**config.mk**
```make
export PLATFORM = sky130hd
export DESIGN_NAME = universal_shift_register_flat
export DESIGN_NICKNAME = d
export VERILOG_FILES = /design/src/rtl/ssr_pkg.sv /design/src/rtl/universal_shift_register_if.sv /design/src/rtl/ssr_word_counter.sv /design/src/rtl/universal_shift_register.sv /design/src/flat_wrapper.sv
export SDC_FILE = /design/constraint.sdc
export NUM_CORES = 1
export LEC_CHECK = 0
export CORE_MARGIN = 10
export CORE_UTILIZATION = 39
export CTS_BUF_LIST = sky130_fd_sc_hd__clkbuf_8
export CTS_CLUSTER_DIAMETER = 200
export DETAILED_ROUTE_END_ITERATION = 12
export PLACE_DENSITY = 0.79
export SLEW_MARGIN = 5
export SYNTH_ARGS = -nofsm -noshare
export SYNTH_HDL_FRONTEND = slang
export SYNTH_HIERARCHICAL = 1
export SYNTH_SLANG_ARGS = --single-unit
```
**constraint.sdc**
```tcl
create_clock -name clk -period 0.9 [get_ports clk]
set_input_delay 0.18 -clock clk [delete_from_list [all_inputs] [get_ports clk]]
set_output_delay 0.18 -clock clk [all_outputs]
set_load 0.02 [all_outputs]
```
**src/rtl/ssr_pkg.sv**
```systemverilog
// Shared types for the universal shift register: operation modes, word-framing FSM states
// and the bit-count width helper.
package ssr_pkg;

  typedef enum logic [1:0] {
    MODE_HOLD = 2'b00,
    MODE_SHR  = 2'b01,
    MODE_SHL  = 2'b10,
    MODE_LOAD = 2'b11
  } ssr_mode_e;

  typedef enum logic {
    ST_IDLE  = 1'b0,
    ST_SHIFT = 1'b1
  } ssr_state_e;

  // Bit_Cnt must hold 0..WIDTH, hence WIDTH+1 codes.
  function automatic int cnt_width(input int width);
    return $clog2(width + 1);
  endfunction

endpackage

```
**src/rtl/universal_shift_register_if.sv**
```systemverilog
// Bus bundle between a controller and the universal shift register.
// The rotate signal exists only when SSR_ROTATE_EN is defined.
interface universal_shift_register_if #(
  parameter int WIDTH = 8
);
  import ssr_pkg::*;

  localparam int CNT_W = cnt_width(WIDTH);

  ssr_mode_e          mode;
  logic               ser_in_msb;
  logic               ser_in_lsb;
  logic [WIDTH-1:0]   par_in;
`ifdef SSR_ROTATE_EN
  logic               rotate;
`endif
  logic [WIDTH-1:0]   par_out;
  logic               ser_out_lsb;
  logic               ser_out_msb;
  logic [CNT_W-1:0]   bit_cnt;
  logic               word_done;
  logic               busy;

  modport master (
    output mode, ser_in_msb, ser_in_lsb, par_in,
`ifdef SSR_ROTATE_EN
    output rotate,
`endif
    input  par_out, ser_out_lsb, ser_out_msb, bit_cnt, word_done, busy
  );

  modport slave (
    input  mode, ser_in_msb, ser_in_lsb, par_in,
`ifdef SSR_ROTATE_EN
    input  rotate,
`endif
    output par_out, ser_out_lsb, ser_out_msb, bit_cnt, word_done, busy
  );

endinterface

```
**src/rtl/ssr_word_counter.sv**
```systemverilog
// Word framing for the shift register: counts shifts, wraps at WIDTH with a one-cycle
// word_done pulse, and tracks whether a word is partially shifted (busy).
module ssr_word_counter
  import ssr_pkg::*;
#(
  parameter int WIDTH = 8,
  localparam int CNT_W = cnt_width(WIDTH)
) (
  input  logic             clk,
  input  logic             rst,
  input  ssr_mode_e        mode,
  output logic [CNT_W-1:0] bit_cnt,
  output logic             word_done,
  output logic             busy
);

  localparam logic [CNT_W-1:0] LAST_CNT = CNT_W'(WIDTH - 1);

  ssr_state_e       state_q, state_d;
  logic [CNT_W-1:0] cnt_q, cnt_d;
  logic             done_q, done_d;

  always_ff @(posedge clk) begin
    if (rst) begin
      state_q <= ST_IDLE;
      cnt_q   <= '0;
      done_q  <= 1'b0;
    end else begin
      state_q <= state_d;
      cnt_q   <= cnt_d;
      done_q  <= done_d;
    end
  end

  // A shift that would reach WIDTH closes the word instead; direction changes keep counting.
  always_comb begin
    state_d = state_q;
    cnt_d   = cnt_q;
    done_d  = 1'b0;
    unique case (mode)
      MODE_SHR, MODE_SHL: begin
        if (cnt_q == LAST_CNT) begin
          cnt_d   = '0;
          done_d  = 1'b1;
          state_d = ST_IDLE;
        end else begin
          cnt_d   = cnt_q + CNT_W'(1);
          state_d = ST_SHIFT;
        end
      end
      MODE_LOAD: begin
        cnt_d   = '0;
        state_d = ST_IDLE;
      end
      default: begin
        state_d = state_q;
      end
    endcase
  end

  assign bit_cnt   = cnt_q;
  assign word_done = done_q;
  assign busy      = (state_q == ST_SHIFT);

endmodule

```
**src/rtl/universal_shift_register.sv**
```systemverilog
// Universal shift register (hold / shift right / shift left / parallel load) with word framing.
// Optional macro SSR_ROTATE_EN adds a rotate input that recirculates the shifted-out bit.
module universal_shift_register #(
  parameter int               WIDTH       = 8,
  parameter logic [WIDTH-1:0] RESET_VALUE = '0
) (
  input logic                        clk,
  input logic                        rst,
  universal_shift_register_if.slave  bus
);
  import ssr_pkg::*;

  if (WIDTH < 2) begin : g_width_check
    $error("universal_shift_register: WIDTH must be >= 2");
  end

  logic [WIDTH-1:0] q, q_d;
  logic             shr_in, shl_in;

  // Bits entering at each end; while rotating they come from the opposite end of Q.
  always_comb begin
`ifdef SSR_ROTATE_EN
    shr_in = bus.rotate ? q[0]       : bus.ser_in_msb;
    shl_in = bus.rotate ? q[WIDTH-1] : bus.ser_in_lsb;
`else
    shr_in = bus.ser_in_msb;
    shl_in = bus.ser_in_lsb;
`endif
  end

  always_comb begin
    q_d = q;
    unique case (bus.mode)
      MODE_SHR:  q_d = {shr_in, q[WIDTH-1:1]};
      MODE_SHL:  q_d = {q[WIDTH-2:0], shl_in};
      MODE_LOAD: q_d = bus.par_in;
      default:   q_d = q;
    endcase
  end

  always_ff @(posedge clk) begin
    if (rst) begin
      q <= RESET_VALUE;
    end else begin
      q <= q_d;
    end
  end

  assign bus.par_out     = q;
  assign bus.ser_out_lsb = q[0];
  assign bus.ser_out_msb = q[WIDTH-1];

  ssr_word_counter #(
    .WIDTH(WIDTH)
  ) u_word_counter (
    .clk       (clk),
    .rst       (rst),
    .mode      (bus.mode),
    .bit_cnt   (bus.bit_cnt),
    .word_done (bus.word_done),
    .busy      (bus.busy)
  );

endmodule

```
**src/flat_wrapper.sv**
```systemverilog
// flat-port wrapper written by rule: the top's interface ports become plain ports
module universal_shift_register_flat import ssr_pkg::*;
#(
  parameter int               WIDTH       = 8,
  parameter logic [WIDTH-1:0] RESET_VALUE = '0
)
  (clk, rst, bus_mode, bus_ser_in_msb, bus_ser_in_lsb, bus_par_in, bus_par_out, bus_ser_out_lsb, bus_ser_out_msb, bus_bit_cnt, bus_word_done, bus_busy);
  universal_shift_register_if #(.WIDTH(WIDTH)) bus_i ();
  input logic clk;
  input logic rst;
  input wire logic [$bits(bus_i.mode)-1:0] bus_mode;
  input wire logic [$bits(bus_i.ser_in_msb)-1:0] bus_ser_in_msb;
  input wire logic [$bits(bus_i.ser_in_lsb)-1:0] bus_ser_in_lsb;
  input wire logic [$bits(bus_i.par_in)-1:0] bus_par_in;
  output wire logic [$bits(bus_i.par_out)-1:0] bus_par_out;
  output wire logic [$bits(bus_i.ser_out_lsb)-1:0] bus_ser_out_lsb;
  output wire logic [$bits(bus_i.ser_out_msb)-1:0] bus_ser_out_msb;
  output wire logic [$bits(bus_i.bit_cnt)-1:0] bus_bit_cnt;
  output wire logic [$bits(bus_i.word_done)-1:0] bus_word_done;
  output wire logic [$bits(bus_i.busy)-1:0] bus_busy;
  assign bus_i.mode = bus_mode;
  assign bus_i.ser_in_msb = bus_ser_in_msb;
  assign bus_i.ser_in_lsb = bus_ser_in_lsb;
  assign bus_i.par_in = bus_par_in;
  assign bus_par_out = bus_i.par_out;
  assign bus_ser_out_lsb = bus_i.ser_out_lsb;
  assign bus_ser_out_msb = bus_i.ser_out_msb;
  assign bus_bit_cnt = bus_i.bit_cnt;
  assign bus_word_done = bus_i.word_done;
  assign bus_busy = bus_i.busy;
  universal_shift_register #(.WIDTH(WIDTH), .RESET_VALUE(RESET_VALUE)) u_core (.clk(clk), .rst(rst), .bus(bus_i));
endmodule
```
Yosys cells after proc, flatten, opt, wreduce, memory -nomap -nowiden
Index checks and enable logic that the tools add are counted.
{ "classes": {"n_reduce_logical": 4, "addsub": 1, "eq_ne": 4, "n_mux": 6, "n_bitwise": 1} }
{ "op_table": {"columns": ["op", "count"], "rows": [
  ["8-bit case mux with 3 select lines", 1],
  ["4-bit case mux with 2 select lines", 1],
  ["4-bit by 1-bit adder with 4-bit output, second input constant", 1],
  ["2-bit == test, second input constant", 2],
  ["4-bit by 3-bit == test with 1-bit output, second input constant", 1],
  ["4-bit two-way mux", 1],
  ["2-bit OR reduction", 2],
  ["3-bit nonzero test", 1],
  ["2-bit by 1-bit == test with 1-bit output, second input constant", 1],
  ["1-bit two-way mux", 2],
  ["1-bit case mux with 2 select lines", 1],
  ["2-bit nonzero test", 1],
  ["1-bit NOT", 1]
]} }
{ "totals": {"out_inout_bits": 16, "reg_bits": 14, "wordCells": 20, "inputBits": 14} }

Logic depth before layout (Yosys ltp)
{ "depth": {"ltp_word": 4, "mapped_depth": 5, "ltp_nobuf": 5} }

Hierarchy
The synthesis kept the hierarchy.
{ "modules_own_cells": {"columns": ["module", "seq_area_each_um2", "instances", "cells_each", "area_per_inst_um2"], "rows": [
  ["universal_shift_register", 160.2, 1, 40, 436.7],
  ["ssr_word_counter", 120.1, 1, 31, 287.8]
]} }

Worst setup path before layout
No wires, ideal clock.
{ "synth_timing": {"kind": "register to register", "startpoint": "register u_core.u_word_counter.cnt_q[0] (netlist: u_core/u_word_counter/bit_cnt[0])", "endpoint": "register u_core.u_word_counter.cnt_q[1] (netlist: u_core/u_word_counter/bit_cnt[1])", "required_time_ps": 786, "setup_time_ps": 114, "path_buffers": 0, "period_less_slack_ps": 1161, "setup_slack_ps": -261, "stages_incl_launch_ff": 5, "arrival_time_ps": 1047, "cell_sequence": "dfxtp_1 -> ha_1 -> nor3b_1 -> a21oi_1 -> nor2_1"} }
{ "synth_via": {"elab_chain_len": 3, "elab_cells_between_ends": 4, "cone_classes": "add/sub: 1; eq/ne: 1; mux: 2"} }
{ "synth_lines": {"columns": ["element", "line", "text"], "rows": [
  ["start: declaration", "ssr_word_counter.sv:20", "logic [CNT_W-1:0] cnt_q, cnt_d;"],
  ["start signal: assignment", "ssr_word_counter.sv:30", "cnt_q <= cnt_d;"],
  ["4-bit by 1-bit adder with 4-bit output / 4-bit by 3-bit == test with 1-bit output (equally long branches)", "ssr_word_counter.sv:47, ssr_word_counter.sv:42", null],
  ["4-bit two-way mux *", "ssr_word_counter.sv:42", "if (cnt_q == LAST_CNT) begin"],
  ["4-bit case mux with 2 select lines *", "ssr_word_counter.sv:40", "unique case (mode)"]
]} }
Mark *: on every way between the ends. The rest lies on a longest branch, timed or not.
A chain may end at the register's enable or synchronous reset.

Final worst setup path
Same ends and word-level chain as after synthesis.

==> run_results.csv <==
group,metric,value,unit
outcome,status,"complete, but fails checks",
outcome,violations,"setup timing",
synth,syn_area_per_cell,10.20,um2
finish,final_area,0.001365,mm2
clock_tree,cts_hold_buf,0,
finish,final_nets,139,
power,power_leakage,0.0006041,uW
floorplan,die_height,63.10,um
finish,post-route-util,78.21,%
synth,postSynth.topFlopCell,"dfxtp_1",
critical_path,crit_path_max_fanout,2,
place,place_hpwl,1670,um
critical_path,cp.depth,5,
grt,grt_pass1_vias,849,
grt,layer_with_the_highest_usage,"met2",
synth,synth_edf_count,0,
route,count_of_tritonroute_iterations_in_the_first_routing_pass,4,
sta,setup_ws,-0.2391,ns
grt,grt_pass1_wl,3933,um
place,gpl_wtd_cong,0.7685,
clock_tree,clockRootBuffer,"clkbuf_8",
critical_path,register_to_register_path_depth,5,
critical_path,cp-start-kind,"flop",
finish,post_route_cells_drive_above_1_share,57.50,%
critical_path,endpoint_required_time_on_the_critical_path,1.08,ns
floorplan,die_w,63.10,um
clock_tree,ctsHtreeMaxLevel,1,
route,viasPerCell,5.062,
place,detailedPlace.worstSlack,-0.6650,ns
synth,synth-seq-area-share,38.69,%
place,place_area,0.001159,mm2
route,route.detailed.wl_per_inst,16.49,um
clock_tree,clock_sinks,14,
grt,globalRouteTotalUtil,12.09,%
place,port-buffer-count,29,
clock_tree,tritoncts_clock_tree,"done",
finish,layout_overhead_on_the_synthesized_area,88.43,%
route,postRouteWirelength,2391,um
sta,clock-skew-final,0.004301,ns
grt,largest_net_degree_at_the_start_of_global_routing,17,
synth,synth_async_sr_flop_share,0,%
grt,global_route.overflow_total,0,
route,detail-route-antenna-nets,0,
critical_path,critPathSlowestCell,"dfxtp_4",
critical_path,timing_worst_setup_path_type,"flop to flop",
synth,synth_warnings,6,
synth,synth.ff_latch_count,14,
grt,antenna_violations_before_repair,0,
clock_tree,clk_path_buf_depth,2,
finish,diodes_inserted,0,
synth,mappedNetlistNets,88,
route,number_of_remaining_drc_errors,0,
floorplan,top_level_ports,30,
route,initial_drc_count,9,
critical_path,cp-end-kind,"flop",
sta,setup_viol_count_final,9,
sta,report.final.hold_viol_count,0,
floorplan,floorplan.rows,15,
sta,finalCritPeriodShare,126.6,%
sta,slew_headroom,87.49,%
grt,met3_usage,3.710,%
critical_path,cpPeakStageDelay,0.35,ns
sta,achievable_clock_frequency,877.9,MHz
clock_tree,cts-buffers-inserted,3,
synth,netlist_instances,71,
sta,slew_viol_final,0,
synth,unique_masters_post_synth,23,
sta,grt_setup_unrepaired,"yes",
power,largest_vdd_supply_drop,1.204,mV
floorplan,core_ar,0.001745,mm2
sta,timing.setup.tns,-1.387,ns
clock_tree,path_clk_slew,0.06,ns
job,maxCapViolations,0,
critical_path,worst_path_dominant_cell_family,"flip-flops",
floorplan,die_area,0.003982,mm2
worst_hold_path,hold_path_depth,3,
grt,grt_util_met1,13.57,%
sta,worst_pin_slew,0.1824,ns
sta,fin_crit,1.139,ns
clock_tree,worst_skew_pair.late_latency,0.24,ns
critical_path,timing.critical_path.cells,"buf_12, ha_4, nor3b_4, a21oi_2, nor2_1",
critical_path,worst-path-buf-inv,1,
critical_path,worst_ep_arrival_time,1.32,ns
floorplan,initial_core_util,41.51,%
grt,grt.met2_usage,19.80,%
synth,synthesis.area,724.4,um2
worst_hold_path,min-delay-path-class,"input pin to flop",
route,route.vias.total,734,
power,cellPowerDensity,1264,mW/mm2
layout make-up:
cell class,instances,area [um2]
fill,121,380.4
timing repair buffer,52,516.7
multi-input combinational,49,464.2
inverter,2,7.507
sequential,14,304.0
clock buffer,3,41.29
tap,25,31.28
layer usage:
| metal | part of all wire (%) | up-vias | wire length [um] |
|---|---|---|---|
| met4 | 2.3 | 0 | 55 |
| met5 | 0 | - | 0 |
| met3 | 7.7 | 6 | 183 |
| met2 | 49 | 35 | 1178 |
| met1 | 41 | 336 | 974 |
| li1 | - | 357 | - |
cells by family after synthesis:
group	share of synthesized area, %
compound gates	13.64
mux	22.11
simple gates	11.92
flops	38.69
buf+inv	8.462
fa+ha+maj	5.182
synth_stat cells, types with 2 or more instances:
library cell,instances,area share (%)
o22ai_1,8,6.9
nand3b_1,3,3.1
dfxtp_1,14,39
buf_4,2,2.1
o21ai_0,2,1.4
a21oi_1,4,2.8
inv_1,2,1.0
nand2_1,2,1.0
nor3b_1,2,2.1
ha_1,3,5.2
nor2_1,2,1.0
mux2i_1,16,22
placed cells by master, fill, tap and decap left out, drive strengths merged:
cell type      instances
mux2i                 16
nand3b                 3
inv                    2
or2                    1
dlygate4sd2            2
buf                   39
nand2                  2
nor3b                  2
and4b                  1
o22ai                  8
o21ai                  2
a21oi                  4
a31oi                  1
clkbuf                 4
nor2                   3
clkdlybuf4s50         10
nand2b                 1
ha                     3
dfxtp                 14
nand3                  1
o31ai                  1
repair_timing:
item | 4_1_cts | 5_1_grt
hold endpoints to repair | 0 | 0
gates resized for setup | 119 | 13
pin swaps | 3 | 7
setup endpoints to repair | 30 | 26
setup buffers | 3 | 4
state kept, by name, indices dropped and copies added (netlist names):
signal                           cells
u_core/bus.par_out                   8
u_core/u_word_counter/bit_cnt        4
u_core/u_word_counter/busy           1
u_core/u_word_counter/word_done      1
metrics by stage:
step                      power, uW  hold slack [ns]  std cells
after floorplan               892.2           0.2417         71
after global placement         1111           0.4970        135
after CTS                      1712           0.4329        141
final                          1725           0.4498        145
after global routing           1806           0.4740        145
after detailed placement       1125           0.5130        135
power by group:
group	total (uW)	leakage (uW)	internal [uW]	switching [uW]
Sequential	686	0.000121	657	28.7
Clock	511	0.0000216	296	215
Combinational	528	0.000462	307	222
Total	1730	0.000604	1260	465
final timing paths:
| check | from | to | slack, ns |
|---|---|---|---|
| max reg2reg | u_core/u_word_counter/bit_cnt[0] | u_core/u_word_counter/bit_cnt[1] | -0.24 |
| max | u_core/u_word_counter/bit_cnt[0] | u_core/u_word_counter/bit_cnt[1] | -0.24 |
| min reg2reg | u_core/u_word_counter/bit_cnt[3] | u_core/u_word_counter/bit_cnt[3] | 0.54 |
| min | rst | u_core/u_word_counter/bit_cnt[1] | 0.45 |
worst reg2reg max path, delay by kind of cell, from the launching register on:
kind	cells	cell delay, ns
AO/OA/AOI/OAI	1	0.06
adder cells (fa/ha/maj)	1	0.25
buffers and inverters	1	0.12
flip-flops	1	0.35
AND/OR/NAND/NOR	2	0.29
No activity file was read; power rests on OpenSTA's default activity.
